## config.mk

```make
export PLATFORM = sky130hd
export DESIGN_NAME = pci_master_sched
export DESIGN_NICKNAME = d
export VERILOG_FILES = /design/src/rtl/pci_master_sched.sv
export SDC_FILE = /design/constraint.sdc
export NUM_CORES = 1
export LEC_CHECK = 0
export ABC_CLOCK_PERIOD_IN_PS = 3200
export BUFFER_PORTS_ARGS = -buffer_cell sky130_fd_sc_hd__buf_4
export CORE_AREA = 2 2 141 143
export DETAILED_ROUTE_END_ITERATION = 8
export DIE_AREA = 0 0 143 145
export GPL_TIMING_DRIVEN = 0
export SLEW_MARGIN = 20
export SYNTH_ARGS = -nofsm -noshare
export SYNTH_HDL_FRONTEND = slang
export SYNTH_SLANG_ARGS = --single-unit
```

## constraint.sdc

```tcl
create_clock -name clk -period 3.2 [get_ports clk]
set_clock_uncertainty 0.05 [all_clocks]
set_input_delay 0.64 -clock clk [delete_from_list [all_inputs] [get_ports clk]]
set_output_delay 0.64 -clock clk [all_outputs]
set_load 0.05 [all_outputs]
```

## src/rtl/pci_master_sched.sv

```systemverilog
// Round-robin scheduler sharing the PCI master bus engine between the write and read
// command paths; one transaction outstanding, write-buffer indexing and completion routing.
module pci_master_sched (
    input  logic        clk,
    input  logic        rst,
    input  logic [3:0]  wr_cmd_id,
    input  logic [7:0]  wr_cmd_len,
    input  logic [63:0] wr_cmd_addr,
    input  logic        wr_cmd_valid,
    output logic        wr_cmd_ready,
    input  logic [3:0]  rd_cmd_id,
    input  logic [7:0]  rd_cmd_len,
    input  logic [63:0] rd_cmd_addr,
    input  logic        rd_cmd_valid,
    output logic        rd_cmd_ready,
    output logic [9:0]  data_idx,
    input  logic [31:0] data_dout,
    input  logic [3:0]  data_strb,
    output logic        eng_cmd_write,
    output logic [3:0]  eng_cmd_id,
    output logic [7:0]  eng_cmd_len,
    output logic [63:0] eng_cmd_addr,
    output logic        eng_cmd_valid,
    input  logic        eng_cmd_ready,
    output logic [31:0] eng_wdata,
    output logic [3:0]  eng_wstrb,
    input  logic        eng_data_next,
    input  logic [3:0]  eng_resp_id,
    input  logic [7:0]  eng_resp_len,
    input  logic [1:0]  eng_resp_err,
    input  logic        eng_resp_valid,
    output logic        eng_resp_ready,
    output logic [3:0]  wr_resp_id,
    output logic [7:0]  wr_resp_len,
    output logic [1:0]  wr_resp_err,
    output logic        wr_resp_valid,
    input  logic        wr_resp_ready,
    output logic [3:0]  rd_resp_id,
    output logic [7:0]  rd_resp_len,
    output logic [1:0]  rd_resp_err,
    output logic        rd_resp_valid,
    input  logic        rd_resp_ready,
    output logic        beat_ovf
);

    typedef enum logic [1:0] {IDLE, ISSUE, WAIT_RESP} state_t;

    state_t      state_q, state_d;
    logic        cur_write_q, last_wr_q;
    logic [3:0]  cmd_id_q;
    logic [7:0]  cmd_len_q;
    logic [63:0] cmd_addr_q;
    logic [9:0]  wr_base_q;
    logic [7:0]  wr_off_q;
    logic        wr_last_q;
    logic        beat_ovf_q;
    logic        resp_fire;

    always_comb begin
        state_d        = state_q;
        wr_cmd_ready   = 1'b0;
        rd_cmd_ready   = 1'b0;
        eng_resp_ready = 1'b0;
        wr_resp_valid  = 1'b0;
        rd_resp_valid  = 1'b0;
        resp_fire      = 1'b0;
        case (state_q)
            IDLE: begin
                if (wr_cmd_valid && (!rd_cmd_valid || !last_wr_q)) begin
                    wr_cmd_ready = 1'b1;
                    state_d      = ISSUE;
                end else if (rd_cmd_valid) begin
                    rd_cmd_ready = 1'b1;
                    state_d      = ISSUE;
                end
            end
            ISSUE: begin
                if (eng_cmd_ready) state_d = WAIT_RESP;
            end
            WAIT_RESP: begin
                if (cur_write_q) begin
                    wr_resp_valid  = eng_resp_valid;
                    eng_resp_ready = wr_resp_ready;
                end else begin
                    rd_resp_valid  = eng_resp_valid;
                    eng_resp_ready = rd_resp_ready;
                end
                resp_fire = eng_resp_valid && (cur_write_q ? wr_resp_ready : rd_resp_ready);
                if (resp_fire) state_d = IDLE;
            end
            default: state_d = IDLE;
        endcase
    end

    always_ff @(posedge clk) begin
        if (rst) begin
            state_q     <= IDLE;
            cur_write_q <= 1'b0;
            last_wr_q   <= 1'b0;
            cmd_id_q    <= '0;
            cmd_len_q   <= '0;
            cmd_addr_q  <= '0;
            wr_base_q   <= '0;
            wr_off_q    <= '0;
            wr_last_q   <= 1'b0;
            beat_ovf_q  <= 1'b0;
        end else begin
            state_q <= state_d;
            if (wr_cmd_ready || rd_cmd_ready) begin
                cur_write_q <= wr_cmd_ready;
                last_wr_q   <= wr_cmd_ready;
                cmd_id_q    <= wr_cmd_ready ? wr_cmd_id   : rd_cmd_id;
                cmd_len_q   <= wr_cmd_ready ? wr_cmd_len  : rd_cmd_len;
                cmd_addr_q  <= wr_cmd_ready ? wr_cmd_addr : rd_cmd_addr;
                wr_off_q    <= '0;
                wr_last_q   <= 1'b0;
            end else if (state_q != IDLE && cur_write_q && eng_data_next) begin
                // The pulse at saturation consumes the final beat; only a pulse after it overflows.
                if (wr_last_q)
                    beat_ovf_q <= 1'b1;
                else if (wr_off_q == cmd_len_q)
                    wr_last_q <= 1'b1;
                else
                    wr_off_q <= wr_off_q + 8'd1;
            end
            if (resp_fire && cur_write_q)
                wr_base_q <= wr_base_q + {2'b00, cmd_len_q} + 10'd1;
        end
    end

    assign data_idx      = wr_base_q + {2'b00, wr_off_q};
    assign eng_cmd_write = cur_write_q;
    assign eng_cmd_id    = cmd_id_q;
    assign eng_cmd_len   = cmd_len_q;
    assign eng_cmd_addr  = cmd_addr_q;
    assign eng_cmd_valid = (state_q == ISSUE);
    assign eng_wdata     = data_dout;
    assign eng_wstrb     = data_strb;
    assign wr_resp_id    = eng_resp_id;
    assign wr_resp_len   = eng_resp_len;
    assign wr_resp_err   = eng_resp_err;
    assign rd_resp_id    = eng_resp_id;
    assign rd_resp_len   = eng_resp_len;
    assign rd_resp_err   = eng_resp_err;
    assign beat_ovf      = beat_ovf_q;

endmodule

```

==> impl_metrics.tcl <==
set metrics [dict create \
    outcome "finished, final reports clean" \
    post-synth-top-count-cell "nor2_1" \
    grt_max_degree 18 \
    cts.sinks 99 \
    syn_to_final_growth_pct 59.9 \
    start_util_pct 26.8 \
    hold_path.class "reg -> reg" \
    clk_pin_slew_ns 0.07 \
    dp_hpwl_mm 15.8 \
    crit_required_ns 2.51 \
    netlist_area_um2 5140 \
    grt_pass1_wl_mm 29.5 \
    crit_path_end_kind "primary output" \
    antenna_found_initial 0 \
    first_global_vias 5356 \
    critPathMaxFanout 6 \
    timing.rr.end "wr_base_q[9]$_SDFFE_PP0P_" \
    cp_num_cells 8 \
    path_buf_inv 1 \
    h-tree-depth 3 \
    synth_common_cells "182 x nor2_1, 99 x dfxtp_1, 76 x o221ai_1, 65 x buf_4, 27 x clkbuf_1" \
    ys_seq_area_share_pct 38.5 \
    crit_start "wr_off_q[0]$_SDFFE_PP0P_" \
    layout-drive-gt1-share_pct 44.8 \
    cts_hold_buffers 0 \
    finalCritPeriodShare_pct 96.3 \
    totalWireLength_mm 19.9 \
    reg2reg_depth 7 \
    drt_first_pass_iters 5 \
    numCtsBuffers 9 \
    reg2reg_slack_ns 1.01 \
    critPathCapture "data_idx[8]" \
    port_buffers 318 \
    insertion_delay_ns 0.35 \
    setup_viol 0 \
    syn_inst 616 \
    viasPerCell 4.50 \
    max-vdd-ir-drop_v 0.000322 \
    synth_top_cell_area_share_pct 38.5 \
    max_freq_ghz 0.325 \
    synthArstFlopShare_pct 0 \
    ys_seq_elements 99 \
    fin_nets 1174 \
    insertedDiodeCount 0 \
    drv_cap 0 \
    crit_chain "ha_2, fa_2, a21oi_2, nor2b_1, o31a_1, o41ai_2, xnor2_1, buf_4" \
    worst_pin_slew_ns 0.915 \
    clock_path_buffers 2 \
    postRouteAntennaNets 0 \
    core_um2 19200 \
    drt-wirelength-per-cell_um 16.4 \
    critPathArrivalTime_ns 2.39 \
    die_w_um 143 \
    relSlewSlack_pct 38.4 \
    io-pin-count 369 \
    place_congestion 0.772 \
    cts_tree "done" \
    r2r-start "eng_cmd_len[2]$_SDFFE_PP0P_" \
    worstSetupPathType "reg -> out" \
    synth_cell_types 45 \
    critPathTopFamily "compound AO/OA/AOI/OAI gates" \
    cp_slowest_stage_delay_ns 0.37 \
    setup_slack_ns 0.120 \
    power.density_nw_per_um2 508 \
    grt.overflow.total 0 \
    route.vias.total 5463 \
    synth_edf_count 0 \
    power_w 0.00418 \
    synth_area_per_cell_um2 8.35 \
    fp-row-count 51 \
    critPathSlowestCell "dfxtp_4" \
    setup_tns_ns 0 \
    synth_nets 846 \
    final_util_pct 42.8 \
    maxSlewViolCount 0 \
    netlist_top_cells_area "dfxtp_1 39%, nor2_1 13%, o221ai_1 13%, buf_4 9.5%, ha_1 4.1%" \
    fp.dieH_um 145 \
    p_leak_nw 3.88 \
    drc 0 \
    hold_violations 0 \
    start_kind "register" \
    cts-root-buf "clkbuf_16" \
    dieArea_um2 20700 \
    yosysWarnings 0 \
    yosysTopAreaCell "dfxtp_1" \
    min_period_ns 3.08 \
    post_cts_buffers 0 \
    drt_iter0_markers 224 \
    track_usage_pct 18.3 \
    dominantRegCellSynth "dfxtp_1" \
    rsz0062_at_grt "false" \
    pre_cts_slack_ns 0.249 \
]
power breakdown:
group	switching, W	leakage [nW]	internal (W)
registers	0.0000898	0.820	0.00136
clock network	0.000514	0.160	0.000693
logic	0.000985	2.90	0.000537
through the flow:
| stage | hold WS (ns) | cell area [µm²] | instances |
|---|---|---|---|
| final | 0.433 | 8220 | 1214 |
| after global routing | 0.430 | 8220 | 1214 |
| after CTS | 0.424 | 8200 | 1214 |
| after detailed placement | 0.419 | 7860 | 1199 |
| after global placement | 0.421 | 7860 | 1199 |
| after floorplan | 0.403 | 5140 | 616 |
cells by family after synthesis:
logic type	share of synthesized area (%)
DFF	38.5
xor gates and xnor gates	4.26
adders and majority gates	4.91
and+or+nand+nor	19.2
AOI/OAI and AO/OA	19.3
buffers and inverters	13.2
muxes	0.608
cell type report:
class                   count  area (µm²)
fillers                  1993       11000
multi-input cells         404        2510
repair buffers            318        2390
flip-flops and latches     99        1990
plain buffers             103         643
well taps                 265         332
clock buffers               9         225
clock inverters             7         100
inverters                   9        33.8
metal layers:
layer  wire length (µm)  track usage [%]  share of wire, %
met1               8380             22.4                42
met2               9970             31.5                50
met3               1400             6.14               7.0
met4                122             3.27              0.61
met5                  0                0                 0
worst min-delay path by stage:
stage / end / slack, ns / start / cells past startpoint
after floorplan: wr_base_q[3]$_SDFFE_PP0P_ / 0.40 / wr_base_q[3]$_SDFFE_PP0P_ / 2
after global placement: beat_ovf$_SDFFE_PP0P_ / 0.42 / beat_ovf$_SDFFE_PP0P_ / 2
after detailed placement: beat_ovf$_SDFFE_PP0P_ / 0.42 / beat_ovf$_SDFFE_PP0P_ / 2
after CTS: eng_cmd_addr[20]$_SDFFE_PP0P_ / 0.42 / wr_cmd_addr[20] / 3
after global routing: eng_cmd_addr[47]$_SDFFE_PP0P_ / 0.43 / wr_cmd_addr[47] / 3
final: beat_ovf$_SDFFE_PP0P_ / 0.43 / beat_ovf$_SDFFE_PP0P_ / 2
timing repair:
action,CTS,global route
setup endpoints to repair,3,3
gates resized for setup,4,7
pin swaps,0,1
endpoints found under the hold margin,0,0
cells in the final DEF, fill, tap and decap left out, types with 3 or more instances in the layout:
master,n
o221ai_1,76
o21ai_0,5
xnor2_1,9
clkbuf_1,26
nor4b_1,3
nand4_1,4
o21a_1,6
nand3_1,7
a21oi_1,11
a211oi_1,6
dfxtp_1,96
buf_4,383
nor3_1,4
inv_1,8
buf_2,10
nand2b_1,4
nor2b_1,6
ha_1,16
nand2_1,14
xor2_1,16
clkbuf_16,9
nor2_1,181
tightest hold or removal path: cells and delay by family, from the launching register on:
family | cells | cell delay (ns)
AOI/OAI and AO/OA | 1 | 0.04
DFF | 1 | 0.34
and+or+nand+nor | 1 | 0.07
sequential cells by signal, summed over array words and instances, names as in the netlist:
name / flops
beat_ovf: 1
eng_cmd_id: 4
state_q: 2
wr_off_q: 8
wr_last_q: 1
eng_cmd_len: 8
wr_base_q: 10
last_wr_q: 1
eng_cmd_addr: 64
Power figures use the tool's default switching activity.
